## src/rtl/d16i_timer_pkg.sv

```systemverilog
// ---------------------------------------------------------------------------
// d16i_timer_pkg
//   Shared types and constants for the D16i down-counting timer.
//   - timer_state_t : IDLE / RUN state of the timer FSM
//   - TMR_*         : register addresses on the 4-register bus slave
//   - CTRL_* / STATUS_* : bit positions inside CTRL and STATUS
// ---------------------------------------------------------------------------
package d16i_timer_pkg;

  typedef enum logic {
    IDLE = 1'b0,
    RUN  = 1'b1
  } timer_state_t;

  localparam logic [1:0] TMR_CTRL   = 2'd0;
  localparam logic [1:0] TMR_RELOAD = 2'd1;
  localparam logic [1:0] TMR_COUNT  = 2'd2;
  localparam logic [1:0] TMR_STATUS = 2'd3;

  localparam int CTRL_EN      = 0;
  localparam int CTRL_AR      = 1;
  localparam int CTRL_IE      = 2;
  localparam int CTRL_DIV_LSB = 4;
  localparam int CTRL_DIV_MSB = 7;

  localparam int STATUS_EXP = 0;

endpackage

```

## src/rtl/d16i_edge_det.sv

```systemverilog
// ---------------------------------------------------------------------------
// d16i_edge_det
//   One-flop rising-edge detector. The level input comes from the prescaler,
//   which runs on the same clock, so no synchroniser is needed.
// Ports:
//   clk     in  system clock
//   rst     in  synchronous active-high reset (previous level cleared to 0)
//   i_level in  level to watch (prescaler clk_out)
//   o_rise  out 1 while i_level is high and was low on the previous clk
// ---------------------------------------------------------------------------
module d16i_edge_det (
  input  logic clk,
  input  logic rst,
  input  logic i_level,
  output logic o_rise
);

  logic r_prev;

  // Remember last cycle's level every clock, independent of the timer state.
  always_ff @(posedge clk) begin
    if (rst) begin
      r_prev <= 1'b0;
    end else begin
      r_prev <= i_level;
    end
  end

  assign o_rise = i_level & ~r_prev;

endmodule

```

## src/rtl/d16i_timer.sv

```systemverilog
// ---------------------------------------------------------------------------
// d16i_timer
//   Programmable down-counting timer sitting behind the D16i prescaler.
//   Counts rising edges of the prescaler output while running, raises a
//   sticky expiry flag and a level interrupt, and supports one-shot or
//   auto-reload operation. Configured through a 4-register bus slave.
// Ports:
//   clk          in  system clock (shared with the prescaler)
//   rst          in  synchronous active-high reset
//   i_presc_in   in  prescaler clk_out level
//   o_presc_en   out prescaler clk_en, high while RUN
//   o_presc_div  out prescaler div, mirrors CTRL.DIV
//   i_sel        in  one-cycle bus request
//   i_we         in  1 = write, 0 = read (valid with i_sel)
//   i_addr       in  register select (CTRL/RELOAD/COUNT/STATUS)
//   i_wdata      in  write data
//   o_rdata      out registered read data, valid with o_ack
//   o_ack        out one-cycle acknowledge, one clk after i_sel
//   o_irq        out registered level interrupt = STATUS.EXP & CTRL.IE
// ---------------------------------------------------------------------------
module d16i_timer
  import d16i_timer_pkg::*;
#(
  parameter int WIDTH  = 16,
  parameter int ADDR_W = 2
) (
  input  logic              clk,
  input  logic              rst,
  input  logic              i_presc_in,
  output logic              o_presc_en,
  output logic [3:0]        o_presc_div,
  input  logic              i_sel,
  input  logic              i_we,
  input  logic [ADDR_W-1:0] i_addr,
  input  logic [WIDTH-1:0]  i_wdata,
  output logic [WIDTH-1:0]  o_rdata,
  output logic              o_ack,
  output logic              o_irq
);

  timer_state_t     r_state;
  logic             r_ar;
  logic             r_ie;
  logic [3:0]       r_div;
  logic [WIDTH-1:0] r_reload;
  logic [WIDTH-1:0] r_count;
  logic             r_exp;

  timer_state_t     w_nextState;
  logic             w_nextAr;
  logic             w_nextIe;
  logic [3:0]       w_nextDiv;
  logic [WIDTH-1:0] w_nextReload;
  logic [WIDTH-1:0] w_nextCount;
  logic             w_nextExp;
  logic             w_rise;
  logic             w_tick;
  logic             w_wr;
  logic             w_wrCount;
  logic             w_expire;
  logic             w_w1c;
  logic [WIDTH-1:0] w_rdMux;

  d16i_edge_det u_edgeDet (
    .clk     (clk),
    .rst     (rst),
    .i_level (i_presc_in),
    .o_rise  (w_rise)
  );

  assign w_tick      = w_rise & (r_state == RUN);
  assign w_wr        = i_sel & i_we;
  assign w_wrCount   = w_wr & (i_addr == TMR_COUNT);
  assign o_presc_en  = (r_state == RUN);
  assign o_presc_div = r_div;

  // Next-state logic. The tick is applied first, then bus writes override.
  // A COUNT write suppresses the tick entirely; CTRL writes decide the final
  // state even if the same tick expired a one-shot; a W1C never beats a
  // simultaneous expiry.
  always_comb begin
    w_nextState  = r_state;
    w_nextAr     = r_ar;
    w_nextIe     = r_ie;
    w_nextDiv    = r_div;
    w_nextReload = r_reload;
    w_nextCount  = r_count;
    w_expire     = 1'b0;
    w_w1c        = 1'b0;

    if (w_tick && !w_wrCount) begin
      if (r_count != '0) begin
        w_nextCount = r_count - WIDTH'(1);
      end else begin
        w_expire = 1'b1;
        if (r_ar) begin
          w_nextCount = r_reload;
        end else begin
          w_nextState = IDLE;
        end
      end
    end

    if (w_wr) begin
      case (i_addr)
        TMR_CTRL: begin
          w_nextAr  = i_wdata[CTRL_AR];
          w_nextIe  = i_wdata[CTRL_IE];
          w_nextDiv = i_wdata[CTRL_DIV_MSB:CTRL_DIV_LSB];
          if (i_wdata[CTRL_EN]) begin
            w_nextState = RUN;
            if (r_state == IDLE) begin
              w_nextCount = r_reload;
            end
          end else begin
            w_nextState = IDLE;
          end
        end
        TMR_RELOAD: w_nextReload = i_wdata;
        TMR_COUNT:  w_nextCount  = i_wdata;
        TMR_STATUS: w_w1c        = i_wdata[STATUS_EXP];
        default:    ;
      endcase
    end

    w_nextExp = (r_exp & ~w_w1c) | w_expire;
  end

  // Read multiplexer: samples the register state as seen on the sel cycle.
  // CTRL.EN is not stored separately; it is exactly "state is RUN".
  always_comb begin
    w_rdMux = '0;
    case (i_addr)
      TMR_CTRL: begin
        w_rdMux[CTRL_EN]                   = (r_state == RUN);
        w_rdMux[CTRL_AR]                   = r_ar;
        w_rdMux[CTRL_IE]                   = r_ie;
        w_rdMux[CTRL_DIV_MSB:CTRL_DIV_LSB] = r_div;
      end
      TMR_RELOAD: w_rdMux = r_reload;
      TMR_COUNT:  w_rdMux = r_count;
      TMR_STATUS: w_rdMux[STATUS_EXP] = r_exp;
      default:    ;
    endcase
  end

  // State and bus-side registers. The interrupt is computed from next-state
  // values so it rises and falls on the same edge as STATUS.EXP.
  always_ff @(posedge clk) begin
    if (rst) begin
      r_state  <= IDLE;
      r_ar     <= 1'b0;
      r_ie     <= 1'b0;
      r_div    <= '0;
      r_reload <= '0;
      r_count  <= '0;
      r_exp    <= 1'b0;
      o_rdata  <= '0;
      o_ack    <= 1'b0;
      o_irq    <= 1'b0;
    end else begin
      r_state  <= w_nextState;
      r_ar     <= w_nextAr;
      r_ie     <= w_nextIe;
      r_div    <= w_nextDiv;
      r_reload <= w_nextReload;
      r_count  <= w_nextCount;
      r_exp    <= w_nextExp;
      o_ack    <= i_sel;
      if (i_sel && !i_we) begin
        o_rdata <= w_rdMux;
      end
      o_irq    <= w_nextExp & w_nextIe;
    end
  end

endmodule

```

## config.mk

```make
export PLATFORM = sky130hd
export DESIGN_NAME = d16i_timer
export DESIGN_NICKNAME = d
export VERILOG_FILES = /design/src/rtl/d16i_timer_pkg.sv /design/src/rtl/d16i_edge_det.sv /design/src/rtl/d16i_timer.sv
export SDC_FILE = /design/constraint.sdc
export NUM_CORES = 1
export LEC_CHECK = 0
export ABC_AREA = 1
export CORE_MARGIN = 2
export CORE_UTILIZATION = 50
export CTS_CLUSTER_SIZE = 14
export DETAILED_ROUTE_END_ITERATION = 8
export GPL_TIMING_DRIVEN = 1
export PLACE_DENSITY = 0.76
export SETUP_SLACK_MARGIN = 0.05
export SYNTH_ARGS = -nofsm -noshare
export SYNTH_HDL_FRONTEND = slang
export SYNTH_SLANG_ARGS = --single-unit
```

## constraint.sdc

```tcl
create_clock -name clk -period 1.55 [get_ports clk]
set_input_delay 0.3875 -clock clk [delete_from_list [all_inputs] [get_ports clk]]
set_output_delay 0.3875 -clock clk [all_outputs]
set_load 0.02 [all_outputs]
```

==> Yosys cells after proc, flatten, opt, wreduce, memory -nomap -nowiden <==
Index checks and enable logic that the tools add are counted.
{ "word_totals": {"reg_bits": 59, "in_bits": 23, "word_cells": 56} }
{ "op_classes": {"n_addsub": 1, "n_eq_ne": 3, "n_mux": 24, "bitwise": 9, "n_reduce_logical": 8} }
{ "ops": {"columns": ["op", "n"], "rows": [
  ["$mux 16", 6],
  ["$pmux 16 s2", 1],
  ["$pmux 8 s2", 1],
  ["$reduce_bool 16->1", 1],
  ["$sub 16x1->16 const B", 1],
  ["$mux 1", 12],
  ["$pmux 4 s3", 1],
  ["$and 1x1->1", 6],
  ["$pmux 2 s3", 1],
  ["$eq 2x2->1 const B", 2],
  ["$pmux 1 s4", 1],
  ["$reduce_and 2->1", 2],
  ["$eq 2x1->1 const B", 1],
  ["$logic_and 1x1->1", 2],
  ["$logic_not 1->1", 2],
  ["$logic_not 2->1", 1],
  ["$not 1->1", 2],
  ["$pmux 1 s2", 1],
  ["$or 1x1->1", 1]
]} }

==> Longest topological paths before layout <==
{ "depth": {"ltp_word": 9, "ltp_mapped": 15} }

==> Cells and area by module <==
Synthesis repeated with hierarchy kept, for this count alone.
{ "hier_totals": {"cells_unflattened": 567, "area_unflattened_um2": 3628.5} }
{ "modules_own_cells": {"columns": ["module", "n_inst", "cells_per_inst", "area_each_um2", "seq_area_each_um2"], "rows": [
  ["d16i_timer", 1, 563, 3597.2, 1161.1],
  ["d16i_edge_det", 1, 4, 31.3, 20.0]
]} }

==> Least setup slack after synthesis <==
OpenSTA, ideal clock, no wires.
{ "synth_path": {"path_type": "input -> register", "from": "input port i_addr[0]", "to": "register r_count[2]", "arrival_time_ns": 1.539, "slack_ns": -0.116, "path_stages": 10, "path_buffers": 1, "cell_sequence": "inv_1 > ha_1 > inv_2 > nor2_8 > nor2_1 > inv_2 > buf_2 > nand2_1 > a31oi_1 > nor2_1"} }
{ "synth_via": {"elab_chain_len": 9} }
{ "synth_rtl": {"columns": ["element", "line_no", "text"], "rows": [
  ["start: declaration", "d16i_timer.sv:34", "input logic [ADDR_W-1:0] i_addr,"],
  ["$eq 2x2->1", "d16i_timer.sv:73, d16i_timer.sv:105", null],
  ["$and 1x1->1", "d16i_timer.sv:73", "assign w_wrCount = w_wr & (i_addr == TMR_COUNT);"],
  ["$logic_not 1->1", "d16i_timer.sv:91", "if (w_tick && !w_wrCount) begin"],
  ["$logic_and 1x1->1", "d16i_timer.sv:91", null],
  ["$mux 16", "d16i_timer.sv:91", null],
  ["$mux 16", "d16i_timer.sv:112", "if (r_state == IDLE) begin"],
  ["$mux 16", "d16i_timer.sv:110", "if (i_wdata[CTRL_EN]) begin"],
  ["$pmux 16 s2", "d16i_timer.sv:105", "case (i_addr)"],
  ["$mux 16 (*)", "d16i_timer.sv:104", "if (w_wr) begin"],
  ["end signal: assignment", "d16i_timer.sv:167", "r_count <= w_nextCount;"],
  ["end: declaration", "d16i_timer.sv:46", "logic [WIDTH-1:0] r_count;"]
]} }
Mark *: on every way between the ends. The rest lies on a longest branch, timed or not.
A chain may end at the register's enable or synchronous reset.

==> Worst setup path in the final report <==
{ "layout_path": {"from": "register r_count[1]", "to": "register r_count[9]"} }
{ "layout_via": {"elab_chain_len": 7} }
{ "layout_rtl": {"columns": ["element", "line_no", "text"], "rows": [
  ["$sub 16x1->16 / $reduce_bool 16->1 (equally long branches)", "d16i_timer.sv:93, d16i_timer.sv:92", null],
  ["$mux 16 (*)", "d16i_timer.sv:92", "if (r_count != '0) begin"],
  ["$mux 16 (*)", "d16i_timer.sv:91", null],
  ["$mux 16", "d16i_timer.sv:112", null],
  ["$mux 16", "d16i_timer.sv:110", null],
  ["$pmux 16 s2", "d16i_timer.sv:105", null],
  ["$mux 16 (*)", "d16i_timer.sv:104", null]
]} }
Marks and branches as above.

==> impl_metrics.tcl <==
set metrics [dict create \
    multi_input_area_um2 2308 \
    gp_congestion 0.9661 \
    ys_top_cells_by_count "nand2_1 (152), inv_1 (75), o21ai_0 (71), dfxtp_1 (59), a21oi_1 (56)" \
    antennaDiodeCount 0 \
    antenna_found_initial 0 \
    finalSetupViolCount 19 \
    cts_made_buffers 9 \
    htree_levels 3 \
    cts_hold_buffers 0 \
    async_reset_ff_share_pct 0 \
    cp-start-kind "flop" \
    worst-path-max-fanout 4 \
    critPathBufInv 3 \
    worstSetupEndpointType "flop" \
    ant_nets 0 \
    ff2ff_setup_slack_ns -0.32 \
    reg2reg_from "r_count[1]$_SDFF_PP0_" \
    cap_violations 0 \
    p_leak_nw 2.516 \
    vias_per_cell 5.821 \
    area.growth.synth_to_final_pct 47.84 \
    slowest_delay_ns 0.33 \
    reg2reg_depth 14 \
    cpMaxStageDelayCell "dfxtp_2" \
    core_um2 7176 \
    crit_path_frequent_cell "nand2_1" \
    ys_ff_latch 59 \
    route.detailed.drc 0 \
    worstPathRequired_ns 1.78 \
    dpl.cell_count 779 \
    power_mw 4.724 \
    grt_util_all_layers_pct 30.70 \
    layout_setup_ws_ns -0.3240 \
    clkTransAtPathRegs_ns 0.08 \
    finalCritPeriodShare_pct 120.9 \
    stdcell_count 812 \
    synth.most_common_cell "nand2_1" \
    synth_top_area_share_pct 32.05 \
    worst-setup-path-type "flop to flop" \
    rr_endpoint "r_count[9]$_SDFF_PP0_" \
    wl_mm 13.53 \
    powerDensity_nw_per_um2 867.1 \
    synth_edf_count 0 \
    die_h_um 89.85 \
    grt_pass1_wl_mm 20.22 \
    cp.arrival_ns 2.11 \
    grt_pass1_vias 4242 \
    whs_endpoint "u_edgeDet.r_prev$_SDFF_PP0_" \
    ys.flop_type "dfxtp_1" \
    die_w_um 89.85 \
    hold_viol_final 0 \
    wl_per_cell_um 16.67 \
    hold_start "i_presc_in" \
    cts_tree "built" \
    crit_chain "inv_2 > ha_4 > inv_2 > nor2_4 > nand2_1 > nor2_1 > nand3_2 > buf_4 > a21oi_4 > nand2_1 > nand2_1 > nand2_1 > nand2_1 > a21oi_1" \
    ff_latch_area_um2 1184 \
    fin_skew_ns 0.009664 \
    drive_gt1_share_pct 27.07 \
    grt_overflow 0 \
    syn_avg_cell_area_um2 6.342 \
    maxSlewHeadroom_pct 72.13 \
    layout_min_cycle_time_ns 1.874 \
    port_buffers 45 \
    synthTopCellsByArea "dfxtp_1 (32%), nand2_1 (15%), o21ai_0 (9.6%)" \
    firstDrtPassIters 6 \
    min_path_type "primary input to flop" \
    status "complete, but fails checks" \
    clk_path_buf_depth 2 \
    worst_pin_slew_ns 0.4180 \
    fin_nets 738 \
    yosysWarnings 0 \
    first_iter_violations 670 \
    start_util_pct 51.35 \
    synthCells 581 \
    cts.sinks 59 \
    rsz0062_at_grt "yes" \
    vias 4727 \
    dieArea_um2 8072 \
    maxSlewViolCount 0 \
    clk_latency_ns 0.36 \
    filler_cell_count 548 \
    worstHoldPathCells 3 \
    ir_worst_vdd_v 0.0006242 \
    io-pin-count 46 \
    fin_setup_tns_ns -3.742 \
    rows 31 \
    seq_area_frac_synth_pct 32.05 \
    hpwl_mm 8.815 \
    syn_nets 611 \
    failed_checks "negative setup slack" \
    path_delay_family "simple AND/OR/NAND/NOR gates" \
    grt_max_degree 33 \
    ctsRootBufferMaster "clkbuf_8" \
    syn_area_um2 3685 \
    ys_types 34 \
    yosysTopAreaCell "dfxtp_1" \
    max_freq_ghz 0.5336 \
]
[placed cells by master (no fill, tap or decap), types with 3 or more instances in the layout]
cell / synthesis / routed
ha_1: 7 / 3
nor2_8: 3 / 3
clkbuf_8: 0 / 10
inv_1: 75 / 67
dfxtp_1: 59 / 57
clkdlybuf4s50_1: 0 / 17
a21oi_2: 1 / 3
o21ai_0: 71 / 59
nand3_1: 24 / 15
inv_2: 5 / 8
nor2_1: 39 / 31
nor2_2: 6 / 11
a21oi_1: 56 / 53
buf_12: 0 / 5
nand2_2: 4 / 10
dlygate4sd2_1: 0 / 25
o21ai_1: 6 / 17
nand3_2: 2 / 10
ha_4: 0 / 4
nand2_1: 152 / 141
nor2_4: 5 / 8
o211ai_1: 8 / 8
clkinvlp_4: 0 / 3
buf_6: 3 / 9
o22ai_1: 11 / 11
nand2_4: 0 / 5
inv_4: 0 / 3
buf_4: 0 / 80
o221ai_1: 6 / 6
[tightest hold or removal path, delay by kind of cell]
kind	cells	cell delay, ns
buffers and inverters	2	0.15
and+or+nand+nor	1	0.07
[how the worst max path moves through the flow]
stage / from / end / slack, ns / depth (start not counted)
after floorplan: r_count[1]$_SDFF_PP0_ / r_count[9]$_SDFF_PP0_ / 0.006 / 14
after global placement: i_addr[1] / r_count[14]$_SDFF_PP0_ / -0.55 / 14
after detailed placement: i_addr[1] / r_count[4]$_SDFF_PP0_ / -0.66 / 12
after CTS: r_count[1]$_SDFF_PP0_ / r_count[14]$_SDFF_PP0_ / -0.17 / 16
after global routing: r_count[1]$_SDFF_PP0_ / r_count[4]$_SDFF_PP0_ / -0.40 / 13
final: r_count[1]$_SDFF_PP0_ / r_count[9]$_SDFF_PP0_ / -0.32 / 14
[timing repair]
item	4_1_cts	5_1_grt
buffers inserted	6	9
endpoints found under the hold margin	0	0
gates cloned	0	2
pin swaps	7	23
gates resized for setup	58	49
setup endpoints to repair	80	27
[kinds of logic after synthesis]
family                   share of synthesized area, %
flip-flops                                      32.05
XOR/XNOR                                       0.2377
AO/OA/AOI/OAI                                   24.45
adder cells (fa/ha/maj)                         2.377
buffers and inverters                           11.71
AND/OR/NAND/NOR                                 29.17
[state kept, by name, summed over array words and instances, names as in the netlist]
register and cells:
r_count 16, r_ar 1, o_presc_div 4, r_ie 1
o_presc_en 1, r_reload 16, r_exp 1, o_rdata 16
o_irq 1, u_edgeDet.r_prev 1, o_ack 1
[area by class of cell]
class	count	share of cell area [%]
multi-input combinational	415	42.37
inverter	81	5.880
clock buffer	10	2.526
timing repair buffer	142	23.59
clock inverter	6	1.631
sequential	59	21.73
tap	99	2.274
[power by group]
part	total [mW]	switching [mW]	leakage (nW)	internal, mW
registers	1.60	0.0383	0.480	1.56
logic	1.44	0.815	1.93	0.624
clock network	1.68	0.734	0.108	0.949
total	4.72	1.59	2.52	3.14
[routing by layer]
metal	part of all wire, %	GRT usage (%)	vias to the layer above	routed length [µm]
met4	5.0	13.72	0	671
met5	0	0	-	0
met1	40	38.27	2181	5381
met3	8.6	5.113	80	1168
met2	47	52.27	312	6311
li1	-	-	2154	-
[metrics by stage]
step                      hold slack, ns  utilization, %  setup WS, ns  cell area, µm²
after detailed placement          0.4569           67.53       -0.6555            4846
final                             0.2880           75.92       -0.3240            5448
after global routing              0.3214           75.92       -0.4038            5448
after CTS                         0.4652           72.12       -0.1671            5175
after global placement            0.4532           67.53       -0.5520            4846
after floorplan                   0.4536               -      0.006338            3745
No activity file was read; power rests on OpenSTA's default activity.
